`src/rtl/decode_queue_pkg.sv`:
```
// Shared constants for the decode queue: control-code width, ALU/branch
// control encodings and the MIPS opcode/funct/rt field values.
package decode_queue_pkg;

  localparam int unsigned CTRL_W = 5;

  typedef enum logic [CTRL_W-1:0] {
    ALU_DONOTHING = 5'd0,
    ALU_AND       = 5'd1,
    ALU_OR        = 5'd2,
    ALU_XOR       = 5'd3,
    ALU_NOR       = 5'd4,
    ALU_ADD       = 5'd5,
    ALU_SUB       = 5'd6,
    ALU_ADDU      = 5'd7,
    ALU_SUBU      = 5'd8,
    ALU_SLT       = 5'd9,
    ALU_SLTU      = 5'd10,
    ALU_DIV       = 5'd11,
    ALU_DIVU      = 5'd12,
    ALU_MULT      = 5'd13,
    ALU_MUL       = 5'd14,
    ALU_MULTU     = 5'd15,
    ALU_SLL       = 5'd16,
    ALU_SRL       = 5'd17,
    ALU_SRA       = 5'd18,
    ALU_SLLV      = 5'd19,
    ALU_SRLV      = 5'd20,
    ALU_SRAV      = 5'd21,
    ALU_MTHI      = 5'd22,
    ALU_MTLO      = 5'd23,
    ALU_LUI       = 5'd24,
    ALU_EQ        = 5'd25,
    ALU_NEQ       = 5'd26,
    ALU_GTZ       = 5'd27,
    ALU_LEZ       = 5'd28,
    ALU_LTZ       = 5'd29,
    ALU_GEZ       = 5'd30
  } alu_code_e;

  // Primary opcodes
  localparam logic [5:0] OP_SPECIAL  = 6'h00;
  localparam logic [5:0] OP_REGIMM   = 6'h01;
  localparam logic [5:0] OP_BEQ      = 6'h04;
  localparam logic [5:0] OP_BNE      = 6'h05;
  localparam logic [5:0] OP_BLEZ     = 6'h06;
  localparam logic [5:0] OP_BGTZ     = 6'h07;
  localparam logic [5:0] OP_ADDI     = 6'h08;
  localparam logic [5:0] OP_ADDIU    = 6'h09;
  localparam logic [5:0] OP_SLTI     = 6'h0A;
  localparam logic [5:0] OP_SLTIU    = 6'h0B;
  localparam logic [5:0] OP_ANDI     = 6'h0C;
  localparam logic [5:0] OP_ORI      = 6'h0D;
  localparam logic [5:0] OP_XORI     = 6'h0E;
  localparam logic [5:0] OP_LUI      = 6'h0F;
  localparam logic [5:0] OP_SPECIAL2 = 6'h1C;
  localparam logic [5:0] OP_LB       = 6'h20;
  localparam logic [5:0] OP_LH       = 6'h21;
  localparam logic [5:0] OP_LWL      = 6'h22;
  localparam logic [5:0] OP_LW       = 6'h23;
  localparam logic [5:0] OP_LBU      = 6'h24;
  localparam logic [5:0] OP_LHU      = 6'h25;
  localparam logic [5:0] OP_LWR      = 6'h26;
  localparam logic [5:0] OP_SB       = 6'h28;
  localparam logic [5:0] OP_SH       = 6'h29;
  localparam logic [5:0] OP_SWL      = 6'h2A;
  localparam logic [5:0] OP_SW       = 6'h2B;
  localparam logic [5:0] OP_SWR      = 6'h2E;

  // SPECIAL / SPECIAL2 funct codes
  localparam logic [5:0] FN_SLL   = 6'h00;
  localparam logic [5:0] FN_MUL   = 6'h02;
  localparam logic [5:0] FN_SRL   = 6'h02;
  localparam logic [5:0] FN_SRA   = 6'h03;
  localparam logic [5:0] FN_SLLV  = 6'h04;
  localparam logic [5:0] FN_SRLV  = 6'h06;
  localparam logic [5:0] FN_SRAV  = 6'h07;
  localparam logic [5:0] FN_MTHI  = 6'h11;
  localparam logic [5:0] FN_MTLO  = 6'h13;
  localparam logic [5:0] FN_MULT  = 6'h18;
  localparam logic [5:0] FN_MULTU = 6'h19;
  localparam logic [5:0] FN_DIV   = 6'h1A;
  localparam logic [5:0] FN_DIVU  = 6'h1B;
  localparam logic [5:0] FN_ADD   = 6'h20;
  localparam logic [5:0] FN_ADDU  = 6'h21;
  localparam logic [5:0] FN_SUB   = 6'h22;
  localparam logic [5:0] FN_SUBU  = 6'h23;
  localparam logic [5:0] FN_AND   = 6'h24;
  localparam logic [5:0] FN_OR    = 6'h25;
  localparam logic [5:0] FN_XOR   = 6'h26;
  localparam logic [5:0] FN_NOR   = 6'h27;
  localparam logic [5:0] FN_SLT   = 6'h2A;
  localparam logic [5:0] FN_SLTU  = 6'h2B;

  // REGIMM rt codes
  localparam logic [4:0] RT_BLTZ   = 5'h00;
  localparam logic [4:0] RT_BGEZ   = 5'h01;
  localparam logic [4:0] RT_BLTZAL = 5'h10;
  localparam logic [4:0] RT_BGEZAL = 5'h11;

endpackage

```
`src/rtl/decode_queue_insn_predecode.sv`:
```
// Combinational pre-decode of one instruction word into ALU and
// branch-judge control codes.
module insn_predecode
  import decode_queue_pkg::*;
(
  input  logic [31:0]       instr,
  output logic [CTRL_W-1:0] alu_ctrl,
  output logic [CTRL_W-1:0] br_ctrl
);

  logic [5:0] opcode;
  logic [5:0] funct;
  logic [4:0] rt;

  assign opcode = instr[31:26];
  assign funct  = instr[5:0];
  assign rt     = instr[20:16];

  // Decode opcode/funct/rt into the two control codes
  always_comb begin
    alu_ctrl = ALU_DONOTHING;
    br_ctrl  = ALU_DONOTHING;
    case (opcode)
      OP_SPECIAL: begin
        case (funct)
          FN_AND:   alu_ctrl = ALU_AND;
          FN_OR:    alu_ctrl = ALU_OR;
          FN_XOR:   alu_ctrl = ALU_XOR;
          FN_NOR:   alu_ctrl = ALU_NOR;
          FN_ADD:   alu_ctrl = ALU_ADD;
          FN_SUB:   alu_ctrl = ALU_SUB;
          FN_ADDU:  alu_ctrl = ALU_ADDU;
          FN_SUBU:  alu_ctrl = ALU_SUBU;
          FN_SLT:   alu_ctrl = ALU_SLT;
          FN_SLTU:  alu_ctrl = ALU_SLTU;
          FN_DIV:   alu_ctrl = ALU_DIV;
          FN_DIVU:  alu_ctrl = ALU_DIVU;
          FN_MULT:  alu_ctrl = ALU_MULT;
          FN_MULTU: alu_ctrl = ALU_MULTU;
          FN_SLL:   alu_ctrl = ALU_SLL;
          FN_SRL:   alu_ctrl = ALU_SRL;
          FN_SRA:   alu_ctrl = ALU_SRA;
          FN_SLLV:  alu_ctrl = ALU_SLLV;
          FN_SRLV:  alu_ctrl = ALU_SRLV;
          FN_SRAV:  alu_ctrl = ALU_SRAV;
          FN_MTHI:  alu_ctrl = ALU_MTHI;
          FN_MTLO:  alu_ctrl = ALU_MTLO;
          default:  ;
        endcase
      end
      OP_SPECIAL2: if (funct == FN_MUL) alu_ctrl = ALU_MUL;
      OP_ADDI:     alu_ctrl = ALU_ADD;
      OP_ADDIU:    alu_ctrl = ALU_ADDU;
      OP_SLTI:     alu_ctrl = ALU_SLT;
      OP_SLTIU:    alu_ctrl = ALU_SLTU;
      OP_ANDI:     alu_ctrl = ALU_AND;
      OP_XORI:     alu_ctrl = ALU_XOR;
      OP_ORI:      alu_ctrl = ALU_OR;
      OP_LUI:      alu_ctrl = ALU_LUI;
      OP_LB, OP_LH, OP_LWL, OP_LW, OP_LBU, OP_LHU, OP_LWR,
      OP_SB, OP_SH, OP_SWL, OP_SW, OP_SWR:
                   alu_ctrl = ALU_ADDU;
      OP_BEQ:      br_ctrl = ALU_EQ;
      OP_BNE:      br_ctrl = ALU_NEQ;
      OP_BGTZ:     br_ctrl = ALU_GTZ;
      OP_BLEZ:     br_ctrl = ALU_LEZ;
      OP_REGIMM: begin
        case (rt)
          RT_BLTZ, RT_BLTZAL: br_ctrl = ALU_LTZ;
          RT_BGEZ, RT_BGEZAL: br_ctrl = ALU_GEZ;
          default:            ;
        endcase
      end
      default: ;
    endcase
  end

endmodule

```
`src/rtl/decode_queue.sv`:
```
// Circular instruction buffer between fetch and issue. Instructions are
// pre-decoded on enqueue; the oldest OUT_W entries are presented to issue.
module decode_queue #(
  parameter int unsigned DEPTH  = 8,
  parameter int unsigned IN_W   = 2,
  parameter int unsigned OUT_W  = 2,
  parameter int unsigned CTRL_W = decode_queue_pkg::CTRL_W
) (
  input  logic                          clk,
  input  logic                          resetn,
  input  logic                          flush,
  input  logic [IN_W-1:0]               in_valid,
  input  logic [32*IN_W-1:0]            in_instr,
  input  logic [32*IN_W-1:0]            in_pc,
  output logic                          in_ready,
  output logic [OUT_W-1:0]              out_valid,
  output logic [32*OUT_W-1:0]           out_instr,
  output logic [32*OUT_W-1:0]           out_pc,
  output logic [CTRL_W*OUT_W-1:0]       out_alu_control,
  output logic [CTRL_W*OUT_W-1:0]       out_branch_judge,
  input  logic [OUT_W-1:0]              out_pop,
  output logic [$clog2(DEPTH+1)-1:0]    count
);

  localparam int unsigned PTR_W = $clog2(DEPTH);
  localparam int unsigned CNT_W = $clog2(DEPTH+1);

  logic [PTR_W-1:0]  rd_ptr;
  logic [PTR_W-1:0]  wr_ptr;
  logic [CNT_W-1:0]  n_push;
  logic [CNT_W-1:0]  n_pop;

  logic [31:0]       instr_mem [DEPTH];
  logic [31:0]       pc_mem    [DEPTH];
  logic [CTRL_W-1:0] alu_mem   [DEPTH];
  logic [CTRL_W-1:0] br_mem    [DEPTH];

  logic [CTRL_W-1:0] pd_alu [IN_W];
  logic [CTRL_W-1:0] pd_br  [IN_W];

  for (genvar g = 0; g < IN_W; g++) begin : g_pd
    insn_predecode u_pd (
      .instr    (in_instr[32*g +: 32]),
      .alu_ctrl (pd_alu[g]),
      .br_ctrl  (pd_br[g])
    );
  end

  // Room for a full fetch group, judged on current occupancy only
  assign in_ready = (count <= CNT_W'(DEPTH - IN_W));

  // Thermometer valid mask and push/pop counts
  always_comb begin
    out_valid = '0;
    n_push    = '0;
    n_pop     = '0;
    for (int unsigned j = 0; j < OUT_W; j++) begin
      out_valid[j] = (count > CNT_W'(j));
    end
    for (int unsigned i = 0; i < IN_W; i++) begin
      n_push = n_push + CNT_W'(in_valid[i] & in_ready);
    end
    for (int unsigned j = 0; j < OUT_W; j++) begin
      n_pop = n_pop + CNT_W'(out_pop[j] & out_valid[j]);
    end
  end

  // Pointer and occupancy registers; flush overrides push and pop
  always_ff @(posedge clk or negedge resetn) begin
    if (!resetn) begin
      rd_ptr <= '0;
      wr_ptr <= '0;
      count  <= '0;
    end else if (flush) begin
      rd_ptr <= '0;
      wr_ptr <= '0;
      count  <= '0;
    end else begin
      rd_ptr <= rd_ptr + PTR_W'(n_pop);
      wr_ptr <= wr_ptr + PTR_W'(n_push);
      count  <= count + n_push - n_pop;
    end
  end

  // Entry storage write of pre-decoded fetch lanes
  always_ff @(posedge clk) begin
    if (!flush && in_ready) begin
      for (int unsigned i = 0; i < IN_W; i++) begin
        if (in_valid[i]) begin
          instr_mem[wr_ptr + PTR_W'(i)] <= in_instr[32*i +: 32];
          pc_mem[wr_ptr + PTR_W'(i)]    <= in_pc[32*i +: 32];
          alu_mem[wr_ptr + PTR_W'(i)]   <= pd_alu[i];
          br_mem[wr_ptr + PTR_W'(i)]    <= pd_br[i];
        end
      end
    end
  end

  // Zero-latency read of the oldest OUT_W entries
  always_comb begin
    out_instr        = '0;
    out_pc           = '0;
    out_alu_control  = '0;
    out_branch_judge = '0;
    for (int unsigned j = 0; j < OUT_W; j++) begin
      out_instr[32*j +: 32]            = instr_mem[rd_ptr + PTR_W'(j)];
      out_pc[32*j +: 32]               = pc_mem[rd_ptr + PTR_W'(j)];
      out_alu_control[CTRL_W*j +: CTRL_W]  = alu_mem[rd_ptr + PTR_W'(j)];
      out_branch_judge[CTRL_W*j +: CTRL_W] = br_mem[rd_ptr + PTR_W'(j)];
    end
  end

endmodule
```
`config.mk`:
```
export PLATFORM = sky130hd
export DESIGN_NAME = decode_queue
export DESIGN_NICKNAME = d
export VERILOG_FILES = /design/src/rtl/decode_queue_pkg.sv /design/src/rtl/decode_queue_insn_predecode.sv /design/src/rtl/decode_queue.sv
export SDC_FILE = /design/constraint.sdc
export NUM_CORES = 1
export LEC_CHECK = 0
export ABC_AREA = 0
export BUFFER_PORTS_ARGS = -buffer_cell sky130_fd_sc_hd__buf_2
export CAP_MARGIN = 20
export CELL_PAD_IN_SITES_DETAIL_PLACEMENT = 1
export CELL_PAD_IN_SITES_GLOBAL_PLACEMENT = 2
export CORE_ASPECT_RATIO = 0.7
export CORE_MARGIN = 1.5
export CORE_UTILIZATION = 50
export CTS_CLUSTER_SIZE = 16
export DETAILED_ROUTE_END_ITERATION = 6
export PLACE_DENSITY_LB_ADDON = 0.1
export SYNTH_ARGS = -nofsm -noshare
export SYNTH_HDL_FRONTEND = slang
export SYNTH_HIERARCHICAL = 1
export SYNTH_SLANG_ARGS = --single-unit
export TNS_END_PERCENT = 50
```
`constraint.sdc`:
```
create_clock -name clk -period 16.8 [get_ports clk]
set_input_delay 5.04 -clock clk [delete_from_list [all_inputs] [get_ports clk]]
set_output_delay 5.04 -clock clk [all_outputs]
set_load 0.1 [all_outputs]
```
# Yosys cells after proc, flatten, opt, wreduce, memory -nomap -nowiden
# Memories as Yosys holds them, arrays and structs flattened.
# Index checks and enable logic that the tools add are counted.
# classes
add_sub_neg	8
magnitude_cmp	3
n_eq_ne	100
muxes	19
bitwise	4
n_reduce_logical	14
# op_table
op	count
$eq A6 B6 Y1 const B	44
$pmux W5 S22	2
$pmux W5 S10	2
$eq A6 B4 Y1 const B	16
$eq A6 B3 Y1 const B	14
$eq A6 B5 Y1 const B	14
$pmux W5 S5	2
$reduce_or A13 Y1	2
$eq A6 B2 Y1 const B	4
$logic_not A6 Y1	4
$eq A5 B5 Y1 const B	4
$pmux W5 S2	2
$eq A6 B1 Y1 const B	2
$mux W4	3
$eq A5 B1 Y1 const B	2
$logic_not A5 Y1	2
$gt A4 B1 Y1 const B	2
$reduce_or A2 Y1	4
$add A3 B1 Y3 const B	2
$add A3 B2 Y3	2
$mux W1	6
$mux W3	2
$add A1 B1 Y2	2
$add A4 B2 Y4	1
5 further kinds	8
# word_totals
reg_bits	10
mem_bits_rw	592
input_bits	135
out_inout_bits	155
word_cells	155
n_memories	4
# memory_table
name	depth	word_bits	read_ports	rd_ports_with_merged_regs	wr	line_no	source
instr_mem	8	32	2	0	2	decode_queue.sv:33	logic [31:0] instr_mem [DEPTH];
pc_mem	8	32	2	0	2	decode_queue.sv:34	logic [31:0] pc_mem [DEPTH];
alu_mem	8	5	2	0	2	decode_queue.sv:35	logic [CTRL_W-1:0] alu_mem [DEPTH];
br_mem	8	5	2	0	2	decode_queue.sv:36	logic [CTRL_W-1:0] br_mem [DEPTH];

# Logic depth before layout (Yosys ltp)
# logic_depth
depth_word	6
mapped_depth	16

# By module
# Netlist, hierarchy kept.
# by_module_without_submodules
mod	instances	cells_per_inst	area_per_inst_um2
decode_queue	1	1873	35136.2
insn_predecode (g_pd[0].u_pd)	1	102	691.9
insn_predecode (g_pd[1].u_pd)	1	91	579.3

# Worst setup path before layout
# OpenSTA, ideal clock, no wires.
# synth_timing
path_type	input to register
start	input port flush
end	memory alu_mem[1][0] (enable)
setup_time_ps	615
arrival_ps	10985
t_required_ps	16185
slack_ps	5200
cell_stages	2
cell_sequence	or3b_2 o31ai_1
# synth_rtl
element	line_no	source
start, declared	decode_queue.sv:11	input logic flush,
end, declared	decode_queue.sv:35	

# Worst setup path after layout
# layout_timing
start	register rd_ptr[0]
end	output port out_alu_control[5]
# layout_via
elab_chain_cells	2
# layout_rtl
element	line_no	source
start, declared	decode_queue.sv:28	logic [PTR_W-1:0] rd_ptr;
start signal, assigned	decode_queue.sv:79	rd_ptr <= rd_ptr + PTR_W'(n_pop);
$add A3 B1 Y3	decode_queue.sv:108	out_alu_control[CTRL_W*j +: CTRL_W] = alu_mem[rd_ptr + PTR_W'(j)];
$mem_v2 Z8 W5	--	
end, declared	decode_queue.sv:19	output logic [CTRL_W*OUT_W-1:0] out_alu_control,
# No other way between the ends.

==> flow_metrics.py <==
metrics = {
    "critical_path": {
        "r2r_start": "count[3]",
        "critPathKind": "reg2out",
        "slowest_stage": "dfrtp_4",
        "r2r_end": "instr_mem[6][21]",
        "arrival_ns": 5.46,
        "reg2reg_depth": 9,
        "worst_setup_path_start_kind": "flop",
        "critical-path-top-delay-family": "buffers and inverters",
        "crit_required_ns": 11.76,
        "worstPathMaxFanout": 60,
        "cp_common_cell": "buf_4",
        "reg2reg_slack_ns": 12.63,
        "cp_cell_sequence": "ha_4, buf_4, buf_4, mux4_2, mux2_2, buf_2",
        "cpPeakStageDelay_ns": 1.04,
        "cp-end-kind": "output pin",
        "path_buf_inv": 3,
    },
    "final_layout": {
        "nFillCells": 6447,
        "final_nets": 2439,
        "multi_input_area_um2": 17400,
        "area_delta_synth_final_pct": 11.3,
        "final_common_cell": "edfxtp_1",
        "mostFrequentLayoutCells": "592 x edfxtp_1, 582 x mux2_2, 296 x mux4_2",
        "stdcell_count": 3308,
        "drive_gt1_share_pct": 63.2,
        "regArea_um2": 18000,
    },
    "yosys": {
        "syn_nets": 2217,
        "synth_compound_area_share_pct": 1.36,
        "muxShareOfSynthArea_pct": 42.8,
        "syn_area_um2": 36400,
        "ys_warn_count": 6,
        "async_flop_share_pct": 1.66,
        "synth_top_family_by_area": "multiplexers",
        "synth_xor_area_share_pct": 0.354,
        "ys_seq_area_share_pct": 49.5,
        "ys_ff_latch": 602,
        "synth_edf_count": 592,
        "synth.distinct_cells": 80,
        "ys.flop_type": "edfxtp_1",
        "synthAdderAreaFrac_pct": 0.632,
        "synth-simple-area-share_pct": 2.07,
        "syn_area_per_cell_um2": 17.6,
        "netlist_instances": 2066,
    },
    "place": {
        "dp_cells": 3190,
        "port_buffers": 289,
        "dp_hpwl_mm": 61.0,
        "gp_congestion": 0.789,
    },
    "timing": {
        "tns_ns": 0,
        "final.period_utilization_pct": 62.5,
        "worst_pin_slew_ns": 1.06,
        "rsz0062_at_grt": "false",
        "relSlewSlack_pct": 29.2,
        "finalHoldViolCount": 0,
        "min_period_ns": 10.50,
        "setup_viol": 0,
        "slew_viol_final": 0,
        "finalClockSkew_ns": 0.0133,
        "clock.fmax_mhz": 95.2,
    },
    "min_path": {
        "hp-class": "reg2reg",
        "hold_end": "count[0]",
        "hold_start": "count[0]",
        "min_path_cells": 2,
    },
    "global_route": {
        "overflow": 0,
        "antenna_found_initial": 9,
        "track_usage_pct": 28.4,
        "grt_max_degree": 133,
        "grt_pass1_vias": 23100,
        "grt_pass1_wl_mm": 157,
    },
    "clock_tree": {
        "numCtsBuffers": 61,
        "cts-resized-gates": 0,
        "cts_hold_buf": 0,
        "post-cts-setup-buffer-count": 0,
        "clk_latency_ns": 0.65,
        "root_buffer": "clkbuf_16",
        "cts_buffer_depth": 3,
        "htreeDepth": 2,
        "cts_tree": "yes",
        "cts.sinks": 602,
        "path_clk_slew_ns": 0.06,
    },
    "routing": {
        "routed_wl_mm": 106,
        "post_drt_wl_per_cell_um": 32.0,
        "first_pass_iters": 5,
        "antenna_left": 0,
        "vias_per_cell": 6.53,
        "vias": 21600,
        "drc_errors": 0,
        "drt_iter0_drc": 1943,
    },
    "floorplan": {
        "die_x_um": 326,
        "die_h_um": 229,
        "io_pins": 290,
        "initial_core_util_pct": 50.7,
        "die_area_um2": 74500,
        "num_rows": 82,
        "core-area_um2": 71800,
    },
    "run_status": {
        "status": "finished clean",
    },
    "run": {
        "drv_cap": 0,
    },
}
==> how the worst max path moves through the flow <==
stage,cells past startpoint,end,startpoint,slack [ns]
after floorplan,2,alu_mem[1][0],flush,5.20
after global placement,6,out_alu_control[5],rd_ptr[0],7.01
after detailed placement,6,out_alu_control[5],rd_ptr[0],6.91
after CTS,6,out_alu_control[5],rd_ptr[0],6.20
after global routing,6,out_alu_control[5],rd_ptr[0],6.01
final,6,out_alu_control[5],rd_ptr[0],6.30
==> routing by layer <==
metal / part of all wire, % / GRT usage (%)
met1: 43 / 39.4
met2: 49 / 47.0
met3: 5.9 / 4.15
met4: 2.5 / 7.75
met5: 0.058 / 0
==> per-stage QoR <==
| stage | hold WS [ns] | util (%) | setup slack, ns | instance area [µm²] |
|---|---|---|---|---|
| floorplan | 0.608 | - | 5.20 | 36400 |
| global placement | 0.693 | 53.6 | 7.01 | 38500 |
| detailed placement | 0.701 | 53.6 | 6.91 | 38500 |
| CTS | 0.724 | 56.4 | 6.20 | 40500 |
| global route | 0.810 | 56.4 | 6.01 | 40500 |
| finish | 0.717 | 56.4 | 6.30 | 40500 |
==> area by class of cell <==
type / instances / share of cell area (%)
flip-flops and latches: 602 / 44.5
diodes: 5 / 0.0309
clock inverters: 41 / 0.982
repair buffers: 331 / 4.43
well taps: 966 / 2.98
multi-input cells: 1266 / 42.8
clock buffers: 71 / 3.97
inverters: 26 / 0.241
==> cells in the mapped netlist (7+ instances only) <==
| cell | n | area (µm²) |
|---|---|---|
| clkbuf_1 | 32 | 120 |
| edfxtp_1 | 592 | 17800 |
| buf_4 | 29 | 218 |
| dfrtp_1 | 10 | 250 |
| inv_1 | 23 | 86.3 |
| mux2_1 | 20 | 225 |
| nand2_1 | 19 | 71.3 |
| nand4_1 | 10 | 62.6 |
| a21oi_1 | 14 | 70.1 |
| mux2_4 | 138 | 2070 |
| nand2b_1 | 10 | 62.6 |
| buf_6 | 32 | 360 |
| xor2_1 | 7 | 61.3 |
| mux4_2 | 296 | 6670 |
| buf_2 | 70 | 350 |
| nor3_1 | 10 | 50.1 |
| o21ai_0 | 12 | 60.1 |
| nor2_1 | 22 | 82.6 |
| mux2_2 | 582 | 6550 |
| ha_1 | 12 | 150 |
==> flip-flops by register name, indices dropped and copies added (netlist names) <==
register	count
alu_mem	40
br_mem	40
count	4
instr_mem	256
pc_mem	256
rd_ptr	3
wr_ptr	3
==> worst min-delay path, cell delays in order (launching register included) <==
cell     delay (ns)
dfrtp_1        0.41
ha_1           0.15
nor2b_1        0.11
==> kinds of logic after synthesis <==
family	count (synthesis)
simple gates	124
flops	602
xor+xnor	13
fa+ha+maj	16
mux	1041
buf+inv	198
compound gates	72
Power is not shown: default switching activity piles up to over one toggle a cycle in this logic, so the estimate is an artifact.
